==> src/rtl/seq_gen_if.sv <==
// Control/status bundle for seq_gen: step/load controls in, index, code and tc out.
// With SEQ_GEN_ONESHOT_EN the bundle also carries oneshot (in) and done (out).
interface seq_gen_if #(
  parameter int WIDTH = 3
);
  logic             en;
  logic             dir;
  logic             load;
  logic [WIDTH-1:0] load_val;
  logic [1:0]       mode;
  logic [WIDTH-1:0] idx_out;
  logic [WIDTH-1:0] seq_out;
  logic             tc;
`ifdef SEQ_GEN_ONESHOT_EN
  logic             oneshot;
  logic             done;

  modport master (
    output en, dir, load, load_val, mode, oneshot,
    input  idx_out, seq_out, tc, done
  );
  modport slave (
    input  en, dir, load, load_val, mode, oneshot,
    output idx_out, seq_out, tc, done
  );
`else
  modport master (
    output en, dir, load, load_val, mode,
    input  idx_out, seq_out, tc
  );
  modport slave (
    input  en, dir, load, load_val, mode,
    output idx_out, seq_out, tc
  );
`endif
endinterface

==> src/rtl/seq_gen.sv <==
// Up/down index sequencer over LENGTH states with binary/Gray/scrambled output coding.
// Optional SEQ_GEN_ONESHOT_EN: stop at the terminal state instead of wrapping, flag done.
module seq_gen #(
  parameter int               WIDTH  = 3,
  parameter int               LENGTH = 8,
  parameter logic [WIDTH-1:0] KEY    = WIDTH'(5)
) (
  input  logic    clk,
  input  logic    rst,
  seq_gen_if.slave bus
);
  localparam logic [WIDTH-1:0] LAST = WIDTH'(LENGTH - 1);

  logic [WIDTH-1:0] idx;
  logic [1:0]       mode_q;
  logic [WIDTH-1:0] ld_idx;
  logic [WIDTH-1:0] nxt_idx;
  logic             at_end;
  logic             step;

  function automatic logic [WIDTH-1:0] encode(input logic [WIDTH-1:0] i,
                                              input logic [1:0]       m);
    logic [WIDTH-1:0] c;
    c = m[0] ? (i ^ (i >> 1)) : i;
    return m[1] ? (c ^ KEY) : c;
  endfunction

  // Out-of-range loads clamp so idx never leaves 0..LENGTH-1.
  assign ld_idx = (bus.load_val > LAST) ? LAST : bus.load_val;
  assign at_end = bus.dir ? (idx == LAST) : (idx == '0);

  always_comb begin
    nxt_idx = idx;
    if (bus.dir) nxt_idx = at_end ? '0   : idx + WIDTH'(1);
    else         nxt_idx = at_end ? LAST : idx - WIDTH'(1);
  end

`ifdef SEQ_GEN_ONESHOT_EN
  logic done_q;

  // Once done, en is dead until a load re-arms the sequencer.
  assign step = bus.en & ~done_q;

  always_ff @(posedge clk or negedge rst) begin
    if (!rst) begin
      idx    <= '0;
      mode_q <= 2'b00;
      done_q <= 1'b0;
    end else begin
      mode_q <= bus.mode;
      if (bus.load) begin
        idx    <= ld_idx;
        done_q <= 1'b0;
      end else if (step) begin
        if (bus.oneshot && at_end) done_q <= 1'b1;
        else                       idx    <= nxt_idx;
      end
    end
  end

  assign bus.done = done_q;
`else
  assign step = bus.en;

  always_ff @(posedge clk or negedge rst) begin
    if (!rst) begin
      idx    <= '0;
      mode_q <= 2'b00;
    end else begin
      mode_q <= bus.mode;
      if (bus.load)  idx <= ld_idx;
      else if (step) idx <= nxt_idx;
    end
  end
`endif

  assign bus.idx_out = idx;
  assign bus.seq_out = encode(idx, mode_q);
  assign bus.tc      = step & ~bus.load & at_end;
endmodule

==> src/flat_wrapper.sv <==
// flat-port wrapper written by rule: the top's interface ports become plain ports
module seq_gen_flat 
#(
  parameter int               WIDTH  = 3,
  parameter int               LENGTH = 8,
  parameter logic [WIDTH-1:0] KEY    = WIDTH'(5)
)
  (clk, rst, bus_en, bus_dir, bus_load, bus_load_val, bus_mode, bus_idx_out, bus_seq_out, bus_tc);
  seq_gen_if #(.WIDTH(WIDTH)) bus_i ();
  input  logic clk;
  input  logic rst;
  input wire logic [$bits(bus_i.en)-1:0] bus_en;
  input wire logic [$bits(bus_i.dir)-1:0] bus_dir;
  input wire logic [$bits(bus_i.load)-1:0] bus_load;
  input wire logic [$bits(bus_i.load_val)-1:0] bus_load_val;
  input wire logic [$bits(bus_i.mode)-1:0] bus_mode;
  output wire logic [$bits(bus_i.idx_out)-1:0] bus_idx_out;
  output wire logic [$bits(bus_i.seq_out)-1:0] bus_seq_out;
  output wire logic [$bits(bus_i.tc)-1:0] bus_tc;
  assign bus_i.en = bus_en;
  assign bus_i.dir = bus_dir;
  assign bus_i.load = bus_load;
  assign bus_i.load_val = bus_load_val;
  assign bus_i.mode = bus_mode;
  assign bus_idx_out = bus_i.idx_out;
  assign bus_seq_out = bus_i.seq_out;
  assign bus_tc = bus_i.tc;
  seq_gen #(.WIDTH(WIDTH), .LENGTH(LENGTH), .KEY(KEY)) u_core (.clk(clk), .rst(rst), .bus(bus_i));
endmodule
==> config.mk <==
export PLATFORM = sky130hd
export DESIGN_NAME = seq_gen_flat
export DESIGN_NICKNAME = d
export VERILOG_FILES = /design/src/rtl/seq_gen_if.sv /design/src/rtl/seq_gen.sv /design/src/flat_wrapper.sv
export SDC_FILE = /design/constraint.sdc
export NUM_CORES = 1
export LEC_CHECK = 0
export CORE_AREA = 2 2 39 41
export DETAILED_ROUTE_END_ITERATION = 12
export DIE_AREA = 0 0 41 43
export SLEW_MARGIN = 20
export SYNTH_ARGS = -nofsm -noshare
export SYNTH_HDL_FRONTEND = slang
export SYNTH_SLANG_ARGS = --single-unit
==> constraint.sdc <==
create_clock -name clk -period 2.4 [get_ports clk]
set_input_delay 0.48 -clock clk [delete_from_list [all_inputs] [get_ports clk]]
set_output_delay 0.48 -clock clk [all_outputs]
set_load 0.02 [all_outputs]
==> results.rst <==
.. list-table::
   :header-rows: 1

   * - Metric
     - Value
   * - Buffers plus inverters on the worst setup path
     - 2
   * - Outcome
     - finished, final reports clean
   * - Largest net degree at the start of global routing
     - 11
   * - Biggest area consumer among synthesized cells
     - dfrtp_1
   * - Fraction of final layout cells sized beyond drive strength 1
     - 16.4%
   * - Clock transition time at the flip-flop clock pins of the worst setup and hold paths
     - 0.04 ns
   * - Area Overhead vs Synth
     - 68.6%
   * - Share of the core filled with cells in the final layout
     - 45.6%
   * - Number of setup violations in the final report
     - 0
   * - Largest fanout on the critical path
     - 2
   * - Register area share after synthesis
     - 33.4%
   * - Initial antenna violation count
     - 0
   * - CP arrival
     - 1.72 ns
   * - Max_slew headroom
     - 79.3%
   * - Area of the mapped netlist
     - 374 um^2
   * - Fmax
     - 455 MHz
   * - Total count of hold-check failures in the final report
     - 0
   * - Tcrit/Tclk final
     - 91.6%
   * - Final net count
     - 83
   * - Core Region
     - 1380 um^2
   * - Max capacitance violation total
     - 0
   * - CTS Hold Bufs
     - 0
   * - Kind of path behind the tightest hold check
     - in2async
   * - Post-route antenna net violation count
     - 0
   * - Unique cell type count in the Yosys netlist
     - 19
   * - Primary FF master, synth
     - dfrtp_1
   * - Pre-CTS worst setup slack
     - -0.103 ns
   * - Final count of pins violating max slew
     - 0
   * - Fraction of synthesized cell area taken by the top area cell type
     - 33.4%
   * - Number of synthesized flops with an enable pin
     - 0
   * - LEAKAGE
     - 0.296 nW
   * - Required time of the critical path
     - 1.92 ns
   * - Clock tree from TritonCTS
     - built
   * - Number of DRC markers in iteration 0
     - 1
   * - Vias per Instance
     - 4.36
   * - CTS Buffer Depth
     - 2
   * - Instance count of the mapped netlist
     - 40
   * - Count of yosys warnings during synthesis
     - 0
   * - Cell type of the slowest stage on the worst timing path
     - clkdlybuf4s50_1
   * - Async set-or-reset flop fraction in the synthesized netlist
     - 100%
   * - Maximum cell stage delay along the critical path
     - 0.42 ns
   * - Slew at the pin closest to its max-slew limit
     - 0.311 ns
   * - Vias in the first global route
     - 392
   * - Wire length of the first global-routing pass
     - 1500 um
   * - Estimated wirelength of the detail-placed design
     - 736 um
   * - Critical path type
     - in2out
   * - Total global routing overflow
     - 0
   * - Clock period minus final worst setup slack
     - 2.20 ns
   * - Sequence of cells on the critical path
     - clkdlybuf4s50_1, nor3b_1, a21oi_1, nor3_1, dlygate4sd2_1
   * - Total setup buffers inserted after CTS
     - 0
   * - Worst setup EP type
     - output pin
   * - Total power divided by cell area
     - 539 nW/um^2
   * - Number of H-tree branching levels
     - 1
   * - Total power
     - 340 uW
   * - Overall die area
     - 1760 um^2
   * - Total routing usage reported by global routing
     - 12.2%
   * - Detailed-router iteration count before antenna repair
     - 2
   * - Initial Utilization
     - 27.0%
   * - Total vias in the final route
     - 362
   * - Die Span X
     - 41 um
   * - Avg Synthesized Cell Area
     - 9.35 um^2
   * - FF+latch count, synth
     - 5
   * - FP Rows
     - 14
   * - Number of nets in the synthesized netlist
     - 55
   * - Placer's final routability congestion estimate
     - 0.663
   * - Maximum ir drop on the vdd rail
     - 0.293 mV
   * - Startpoint type of the worst setup path
     - primary input
   * - Number of sinks driven by the clock tree
     - 5
   * - Routed WL
     - 855 um
   * - Number of input and output port buffers inserted
     - 16
   * - Clock Skews
     - 0.0000322 ns
   * - Avg WL per Cell
     - 10.3 um
   * - Die extent in y
     - 43 um
   * - Final antenna diode count
     - 0
   * - Top-level I/O count
     - 17
   * - Unrepaired setup endpoints after global routing
     - false
   * - # fillers
     - 151
   * - DR DRC count
     - 0
   * - Clock latency on the worst-skew pair
     - 0.24 ns
   * - Clock Tree Root
     - clkbuf_4
   * - Most used standard cells in the synthesized netlist
     - dfrtp_1 (5), ha_1 (5), inv_1 (4), a21oi_1 (3), nand2_1 (3)
   * - Post-layout worst setup margin
     - 0.201 ns
   * - Clock buffers created by TritonCTS
     - 3
   * - Cell types occupying the most area after synthesis
     - dfrtp_1 (33%), ha_1 (17%), xnor2_1 (4.7%)
   * - Cell type group with the largest total delay on the critical path
     - buffers and inverters
[logic make-up (layout without fill, tap and decap cells)]
kind of cell,count (synthesis),after routing,synth area share (%)
buf+inv,4,31,4.01
simple gates,13,13,18.1
flops,5,5,33.4
compound gates,9,9,18.1
mux,1,1,2.68
fa+ha+maj,5,5,16.7
xor+xnor,3,3,7.02
[metrics by stage]
stage | instance area (um^2) | hold slack, ns | instances | setup TNS (ns)
final | 631 | 0.456 | 83 | 0
after global routing | 631 | 0.473 | 83 | 0
after CTS | 631 | 0.454 | 83 | 0
after detailed placement | 607 | 0.713 | 79 | -0.103
after global placement | 607 | 0.683 | 79 | -0.106
after floorplan | 374 | 0.184 | 40 | 0
[flip-flops by register name, summed over array words and instances (netlist names)]
register	cells
u_core.mode_q	2
u_core.bus.idx_out	3
[layer usage]
metal / GRT usage (%) / part of all wire (%)
met3: 2.09 / 4.8
met5: 0 / 0
met1: 16.5 / 45
met4: 6.00 / 0
met2: 18.1 / 50
[worst register-to-register path: stages (launching register included)]
cell      delay, ns
dfrtp_1        0.37
buf_4          0.15
ha_1           0.21
ha_1           0.20
nand2b_1       0.14
a221oi_1       0.31
o22a_1         0.19
[final timing paths]
path	start	slack [ns]	cells after the start	to
setup / recovery	bus_dir	0.20	5	bus_tc
hold / removal	rst	0.46	1	u_core.bus.idx_out[0]
setup reg to reg	u_core.bus.idx_out[0]	0.78	6	u_core.bus.idx_out[1]
hold reg to reg	u_core.bus.idx_out[1]	0.72	3	u_core.bus.idx_out[1]
max in group asynchronous	rst	1.76	1	u_core.mode_q[0]
min in group clk	bus_mode[0]	0.68	1	u_core.mode_q[0]
[cells in the final DEF (no fill, tap or decap)]
| master | count |
|---|---|
| o21ai_0 | 1 |
| nor2_1 | 2 |
| clkbuf_1 | 1 |
| nand2_1 | 3 |
| nor2b_1 | 2 |
| o31ai_1 | 2 |
| mux2i_1 | 1 |
| dfrtp_1 | 5 |
| xor2_1 | 1 |
| nand2b_1 | 2 |
| clkdlybuf4s50_1 | 14 |
| ha_1 | 5 |
| or3_1 | 1 |
| xnor2_1 | 2 |
| a221oi_2 | 1 |
| buf_4 | 7 |
| clkbuf_4 | 3 |
| inv_1 | 4 |
| a21oi_1 | 3 |
| o22a_1 | 1 |
| a221oi_1 | 1 |
| nor3_1 | 2 |
| dlygate4sd2_1 | 2 |
| nor3b_1 | 1 |
[power breakdown]
part           switching (mW)  internal (mW)
Sequential            0.00849         0.0921
Clock                  0.0316         0.0627
Combinational          0.0674         0.0774
[area by class of cell]
| cell class | instances | area, um^2 | area share, % |
|---|---|---|---|
| timing repair buffer | 23 | 210 | 33.3 |
| multi-input combinational | 31 | 234 | 37.1 |
| tap | 16 | 20.0 | 3.17 |
| sequential | 5 | 125 | 19.8 |
| inverter | 4 | 15.0 | 2.38 |
| clock buffer | 4 | 26.3 | 4.17 |
[repair_timing]
action / 4_1_cts / 5_1_grt
resized for setup: 2 / 0
setup endpoints to repair: 2 / 0
hold endpoints to repair: 0 / 0
(Power assumes the default switching activity.)
